[src/rtl/parking_pkg.sv]
// Shared types and default timing constants for the ultrasonic parking sensor.
`timescale 1ns/1ps
package parking_pkg;

  // Controller sequencing states.
  typedef enum logic [2:0] {
    IDLE      = 3'd0,
    TRIG      = 3'd1,
    WAIT_ECHO = 3'd2,
    MEASURE   = 3'd3,
    EVAL      = 3'd4
  } state_e;

  localparam int unsigned CLK_FREQ_HZ = 32'd20_000_000;

  // Converts a duration in microseconds into clock ticks at CLK_FREQ_HZ.
  function automatic int unsigned us_to_cycles(input int unsigned us);
    return us * (CLK_FREQ_HZ / 32'd1_000_000);
  endfunction

  localparam int unsigned TRIG_CYCLES_DEF     = us_to_cycles(32'd10);     // 200
  localparam int unsigned PERIOD_CYCLES_DEF   = us_to_cycles(32'd60_000); // 1_200_000
  localparam int unsigned ECHO_TIMEOUT_DEF    = us_to_cycles(32'd38_000); // 760_000
  localparam int unsigned MAX_ECHO_DEF        = us_to_cycles(32'd38_000); // 760_000
  localparam int unsigned ALARM_THRESHOLD_DEF = us_to_cycles(32'd10);     // 200
  localparam int unsigned CNT_W_DEF           = 32'd21;

endpackage

[src/rtl/parking_sensor_echo_timer.sv]
// Echo input conditioning: 2-flop synchronizer, edge detector and a
// saturating pulse-width counter working on the synchronized echo.
`timescale 1ns/1ps
module echo_timer
  import parking_pkg::*;
#(
  parameter int unsigned CNT_W    = CNT_W_DEF,
  parameter int unsigned MAX_ECHO = MAX_ECHO_DEF
) (
  input  logic             clk,
  input  logic             reset,
  input  logic             echo_pulse_i,
  input  logic             arm_i,
  input  logic             count_i,
  output logic             echo_rise_o,
  output logic             echo_fall_o,
  output logic [CNT_W-1:0] width_o
);

  localparam logic [CNT_W-1:0] ONE   = CNT_W'(32'd1);
  localparam logic [CNT_W-1:0] MAX_W = CNT_W'(MAX_ECHO);

  logic [1:0]       sync_q;
  logic             echo_dly_q;
  logic             echo_s;
  logic [CNT_W-1:0] width_q;
  logic [CNT_W-1:0] width_d;

  // Bring the asynchronous echo into the clock domain and keep one more delayed copy for edges.
  always_ff @(posedge clk or posedge reset) begin
    if (reset) begin
      sync_q     <= 2'b00;
      echo_dly_q <= 1'b0;
    end else begin
      sync_q     <= {sync_q[0], echo_pulse_i};
      echo_dly_q <= sync_q[1];
    end
  end

  assign echo_s      = sync_q[1];
  assign echo_rise_o = echo_s & ~echo_dly_q;
  assign echo_fall_o = ~echo_s & echo_dly_q;

  // Width next-state: the rising-edge cycle is already the first high cycle, so it loads 1;
  // afterwards count every high cycle and stick at MAX_ECHO instead of wrapping.
  always_comb begin
    width_d = width_q;
    if (arm_i && echo_rise_o) begin
      width_d = ONE;
    end else if (count_i && echo_s && (width_q < MAX_W)) begin
      width_d = width_q + ONE;
    end else begin
      width_d = width_q;
    end
  end

  // Width counter register.
  always_ff @(posedge clk or posedge reset) begin
    if (reset) begin
      width_q <= '0;
    end else begin
      width_q <= width_d;
    end
  end

  assign width_o = width_q;

endmodule

[src/rtl/parking_sensor_top.sv]
// Parking sensor controller: periodic trigger generation, echo measurement
// sequencing and the registered proximity alarm.
`timescale 1ns/1ps
module parking_sensor_top
  import parking_pkg::*;
#(
  parameter int unsigned TRIG_CYCLES     = TRIG_CYCLES_DEF,
  parameter int unsigned PERIOD_CYCLES   = PERIOD_CYCLES_DEF,
  parameter int unsigned ECHO_TIMEOUT    = ECHO_TIMEOUT_DEF,
  parameter int unsigned MAX_ECHO        = MAX_ECHO_DEF,
  parameter int unsigned ALARM_THRESHOLD = ALARM_THRESHOLD_DEF,
  parameter int unsigned CNT_W           = CNT_W_DEF
) (
  input  logic clk,
  input  logic reset,
  input  logic echo_pulse,
  output logic trigger_pulse,
  output logic alarm_warning
);

  localparam logic [CNT_W-1:0] ONE         = CNT_W'(32'd1);
  localparam logic [CNT_W-1:0] TRIG_LAST   = CNT_W'(TRIG_CYCLES - 32'd1);
  localparam logic [CNT_W-1:0] PERIOD_LAST = CNT_W'(PERIOD_CYCLES - 32'd1);
  localparam logic [CNT_W-1:0] TMO_LAST    = CNT_W'(ECHO_TIMEOUT - 32'd1);
  localparam logic [CNT_W-1:0] MAX_W       = CNT_W'(MAX_ECHO);
  localparam logic [CNT_W-1:0] THRESH_W    = CNT_W'(ALARM_THRESHOLD);

  state_e           state_q, state_d;
  logic [CNT_W-1:0] period_q, period_d;
  logic [CNT_W-1:0] cnt_q, cnt_d;
  logic             trig_q, trig_d;
  logic             alarm_q, alarm_d;
  logic             period_wrap_s;
  logic             echo_rise_s;
  logic             echo_fall_s;
  logic [CNT_W-1:0] width_s;

  echo_timer #(
    .CNT_W    (CNT_W),
    .MAX_ECHO (MAX_ECHO)
  ) u_echo_timer (
    .clk          (clk),
    .reset        (reset),
    .echo_pulse_i (echo_pulse),
    .arm_i        (state_q == WAIT_ECHO),
    .count_i      (state_q == MEASURE),
    .echo_rise_o  (echo_rise_s),
    .echo_fall_o  (echo_fall_s),
    .width_o      (width_s)
  );

  assign period_wrap_s = (period_q == PERIOD_LAST);

  // Next-state logic: period counter, sequencing FSM, phase counter and alarm decision.
  always_comb begin
    state_d = state_q;
    cnt_d   = cnt_q;
    alarm_d = alarm_q;
    if (period_wrap_s) begin
      period_d = '0;
    end else begin
      period_d = period_q + ONE;
    end

    case (state_q)
      IDLE: begin
        if (period_wrap_s) begin
          state_d = TRIG;
          cnt_d   = '0;
        end else begin
          state_d = IDLE;
        end
      end
      TRIG: begin
        // Echo activity is ignored here; the edge detector is not armed.
        if (cnt_q == TRIG_LAST) begin
          state_d = WAIT_ECHO;
          cnt_d   = '0;
        end else begin
          cnt_d = cnt_q + ONE;
        end
      end
      WAIT_ECHO: begin
        // Only a fresh rising edge starts a measurement; a level already high is ignored.
        if (echo_rise_s) begin
          state_d = MEASURE;
        end else if (cnt_q == TMO_LAST) begin
          alarm_d = 1'b0;
          state_d = IDLE;
        end else begin
          cnt_d = cnt_q + ONE;
        end
      end
      MEASURE: begin
        if (echo_fall_s) begin
          state_d = EVAL;
        end else if (width_s >= MAX_W) begin
          alarm_d = 1'b0;
          state_d = IDLE;
        end else begin
          state_d = MEASURE;
        end
      end
      EVAL: begin
        alarm_d = (width_s < THRESH_W);
        state_d = IDLE;
      end
      default: begin
        state_d = IDLE;
      end
    endcase

    trig_d = (state_d == TRIG);
  end

  // State, counters and registered outputs; the period counter is preloaded so that
  // the first trigger starts on the first edge after reset releases.
  always_ff @(posedge clk or posedge reset) begin
    if (reset) begin
      state_q  <= IDLE;
      period_q <= PERIOD_LAST;
      cnt_q    <= '0;
      trig_q   <= 1'b0;
      alarm_q  <= 1'b0;
    end else begin
      state_q  <= state_d;
      period_q <= period_d;
      cnt_q    <= cnt_d;
      trig_q   <= trig_d;
      alarm_q  <= alarm_d;
    end
  end

  assign trigger_pulse = trig_q;
  assign alarm_warning = alarm_q;

endmodule

[config.mk]
export PLATFORM = sky130hd
export DESIGN_NAME = parking_sensor_top
export DESIGN_NICKNAME = d
export VERILOG_FILES = /design/src/rtl/parking_pkg.sv /design/src/rtl/parking_sensor_echo_timer.sv /design/src/rtl/parking_sensor_top.sv
export SDC_FILE = /design/constraint.sdc
export NUM_CORES = 1
export LEC_CHECK = 0
export BUFFER_PORTS_ARGS = -buffer_cell sky130_fd_sc_hd__buf_2
export CORE_UTILIZATION = 59
export CTS_BUF_LIST = sky130_fd_sc_hd__clkbuf_8
export DETAILED_ROUTE_END_ITERATION = 10
export GPL_TIMING_DRIVEN = 1
export HOLD_SLACK_MARGIN = 0.08
export PLACE_DENSITY = 0.82
export SLEW_MARGIN = 20
export SYNTH_ARGS = -nofsm -noshare
export SYNTH_HDL_FRONTEND = slang
export SYNTH_SLANG_ARGS = --single-unit
export TNS_END_PERCENT = 5
[constraint.sdc]
create_clock -name clk -period 2.7 [get_ports clk]
set_input_delay 0.135 -clock clk [delete_from_list [all_inputs] [get_ports clk]]
set_output_delay 0.135 -clock clk [all_outputs]
set_load 0.02 [all_outputs]
==> summary.log <==
INFO  detailed_routing dr.max_layer_used=met4
INFO  detailed_routing detailroute.via_count=3250
INFO  floorplan      die-area=6690squm
INFO  detailed_routing wl_met3=429um
INFO  critical_path  r2r_start=period_q[20]
INFO  clock_network  cts_htree_levels=3
INFO  power          share_of_total_power_consumed_by_net_switching=0.225
INFO  sta            worstMarginPinSlew=0.878ns
INFO  grt            grt_start_max_net_pins=43
INFO  status         outcome=finished, violations left
INFO  floorplan      start_util=0.624
INFO  critical_path  reg2reg_to=cnt_q[15]
INFO  sta            finalCriticalPeriod=2.76ns
INFO  sta            final-setup-viol-count=4
INFO  place          gp_routability_congestion=0.919
INFO  power          ir_worst_vdd=0.000383V
INFO  critical_path  rrSetupSlack=-0.06ns
INFO  hold_path      min_path_cells=0
INFO  place          dp_hpwl=5760um
INFO  sta            post-route-period-util=1.02
INFO  finish         finish.net_count=436
INFO  power          design_power_total=1.96mW
INFO  floorplan      boundaryPins=5
INFO  critical_path  timing.critical_path.required=2.93ns
INFO  sta            max_freq=363MHz
INFO  sta            slew_violations=0
INFO  floorplan      fp.dieW=81.8um
INFO  synth          postSynth.asyncResetShare=1.00
INFO  clock_network  tritoncts=built
INFO  power          power.share.combinational=0.015
INFO  critical_path  reg2regPathDepth=8
INFO  clock_network  sink_count_of_the_clock_tree=71
INFO  critical_path  crit_path_max_fanout=6
INFO  grt            gr-usage-all-layers=0.287
INFO  sta            rsz_0062_raised_after_global_routing=yes
INFO  synth          syn_area_per_cell=9.33squm
INFO  finish         layout-area-overhead-vs-synth=15.5%
INFO  detailed_routing detail_route.first_pass.iterations=5
INFO  synth          netlist-cell-type-count=46
INFO  clock_network  cts-root-buf=clkbuf_8
INFO  finish         mostFrequentLayoutCell=dfrtp_1
INFO  synth          ys_seq_area_frac=0.477
INFO  sta            worst_slew_margin_rel=0.414
INFO  floorplan      core-area=6030squm
INFO  clock_network  cts-buffers-inserted=9
INFO  clock_network  clkTransAtPathRegs=0.08ns
INFO  run            maxCapViolations=0
INFO  critical_path  worst_setup_path_start_kind=flip-flop
INFO  detailed_routing detail_route.drc_violations=0
INFO  synth          synth-warning-count=0
INFO  synth          synthCells=403
INFO  detailed_routing wire_per_inst=17.4um
INFO  finish         layout.cells.most_common_list=57 x dfrtp_1, 47 x nor2_1, 32 x nand2_1, 30 x nand3_1
INFO  synth          post_synth_edffs=0
INFO  sta            post-route-worst-setup-slack=-0.0558ns
INFO  detailed_routing ant_nets=0
INFO  sta            holdWs=0.352ns
INFO  detailed_routing vias_per_cell=6.39
INFO  floorplan      fp-row-count=28
INFO  detailed_routing routed_wire_length_on_met2=4280um
INFO  sta            hold_violations=0
INFO  power          static-leakage-power=1.84nW
INFO  synth          post_synthesis_cell_area=3760squm
INFO  synth          synth_fp_nets=410
INFO  synth          postSynthRegisterBits=71
INFO  clock_network  max_root_sink_buffers=2
INFO  finish         drive_gt1_frac=0.173
INFO  power          net_switching_component_of_the_power=0.440mW
INFO  detailed_routing drt-met1-wl=3960um
INFO  hold_path      hold_crit_start=u_echo_timer.sync_q[0]
INFO  floorplan      chipHeight=81.8um
INFO  grt            grt_antenna_before_repair=0
INFO  hold_path      hold_class=reg -> reg
INFO  grt            overflow=0
INFO  critical_path  endpoint_kind=flip-flop
INFO  detailed_routing detail_route.iter0.violations=266
INFO  grt            via_count_of_the_first_global_routing_pass=3037
INFO  place          numPortBuffers=4
INFO  synth          dominant_synthesized_flop_cell=dfrtp_1
INFO  power          cellPowerDensity=452nW/um^2
INFO  status         violations_in_the_final_reports=setup timing
INFO  power          p_seq_frac=0.544
INFO  critical_path  worst_ep_arrival_time=2.99ns
INFO  detailed_routing detail_route.wirelength=8840um
INFO  finish         filler_cell_count=409
INFO  finish         antennaDiodeCount=0
INFO  critical_path  critical_path_class=reg -> reg
INFO  grt            grt_pass1_wl=14200um
INFO  hold_path      timing.hold.worst_endpoint=u_echo_timer.sync_q[1]
INFO  power          internal_power=1.52mW
INFO  power          pwr-share-clk=0.441
INFO  sta            worst_clock_skew=0.00926ns
INFO  clock_network  worstSkewPairLatency=0.35ns
==> flip-flops by register name (all words and copies together) (netlist names) <==
register and cells:
u_echo_timer.sync_q 2, period_q 21, trigger_pulse 1, u_echo_timer.width_o 21
cnt_q 21, state_q 3, alarm_warning 1, u_echo_timer.echo_dly_q 1
==> layout make-up <==
| type | count | area [sq um] | share of cell area |
|---|---|---|---|
| multi-input combinational | 307 | 1990 | 0.457 |
| sequential | 71 | 1790 | 0.413 |
| timing repair buffer | 30 | 231 | 0.0533 |
| clock buffer | 10 | 138 | 0.0317 |
| tap | 75 | 93.8 | 0.0216 |
| clock inverter | 6 | 60.1 | 0.0138 |
| inverter | 10 | 37.5 | 0.00865 |
==> critical path, cell delays in order, from the launching register on <==
cell,delay (ns)
dfstp_2,0.55
or4b_4,0.45
or3_4,0.39
o41a_1,0.42
a21o_4,0.25
buf_6,0.12
buf_4,0.14
o31ai_4,0.25
a21oi_2,0.08
==> cells by family after synthesis <==
logic type	Yosys count	synth area share
adders and majority gates	4	0.0133
and+or+nand+nor	197	0.266
AOI/OAI and AO/OA	64	0.119
muxes	2	0.00533
buffers and inverters	25	0.0253
DFF	71	0.477
xor gates and xnor gates	40	0.0932
==> worst max-delay path by stage <==
stage	startpoint	endpoint	slack, ns	cells after the start
2_1_floorplan	period_q[20]	cnt_q[15]	0.04	6
3_3_place_gp	period_q[20]	cnt_q[15]	-0.04	6
3_5_place_dp	period_q[20]	cnt_q[15]	-0.12	6
4_1_cts	period_q[20]	cnt_q[15]	0.005	6
5_1_grt	period_q[20]	cnt_q[15]	-0.12	8
6_report	period_q[20]	cnt_q[15]	-0.06	8
==> per-layer routing <==
layer,GRT usage,vias up
li1,-,1498
met1,0.395,1633
met2,0.435,101
met3,0.0756,18
met4,0.107,0
met5,0,-
==> synth_stat cells (all sizes together) (7+ instances only) <==
master / count / area share
nand3: 30 / 0.040
xnor2: 20 / 0.047
and3: 9 / 0.015
nand4: 21 / 0.035
dfrtp: 57 / 0.38
o21ai: 19 / 0.025
nand2: 33 / 0.033
nor2: 47 / 0.047
xor2: 20 / 0.047
inv: 10 / 0.010
nand2b: 11 / 0.018
dfstp: 14 / 0.098
clkbuf: 13 / 0.013
a21oi: 15 / 0.020
nor3: 14 / 0.019
o31ai: 7 / 0.014
==> power groups by stage <==
stage	logic (mW)	registers (mW)	clock network [mW]
2_1_floorplan	0.0178	1.09	0
3_3_place_gp	0.0276	1.09	0
3_5_place_dp	0.0287	1.09	0
4_1_cts	0.0310	1.07	0.871
5_1_grt	0.0343	1.07	0.917
6_report	0.0295	1.07	0.864
==> metrics by stage <==
| stage | util | setup WS, ns | cells | area, sq um | setup TNS [ns] |
|---|---|---|---|---|---|
| global placement | 0.658 | -0.0426 | 487 | 3970 | -0.0546 |
| global route | 0.720 | -0.121 | 509 | 4340 | -0.713 |
| detailed placement | 0.658 | -0.125 | 487 | 3970 | -0.652 |
| floorplan | - | 0.0419 | 403 | 3760 | 0 |
| CTS | 0.700 | 0.00525 | 507 | 4220 | 0 |
| finish | 0.720 | -0.0558 | 509 | 4340 | -0.108 |
==> timing repair <==
action	CTS	global route
gates resized for setup	2	20
endpoints found under the setup margin	11	11
hold buffers	2	0
endpoints found under the hold margin	27	0
pin swaps	2	14
buffers inserted	2	2
Power figures use the tool's default switching activity.
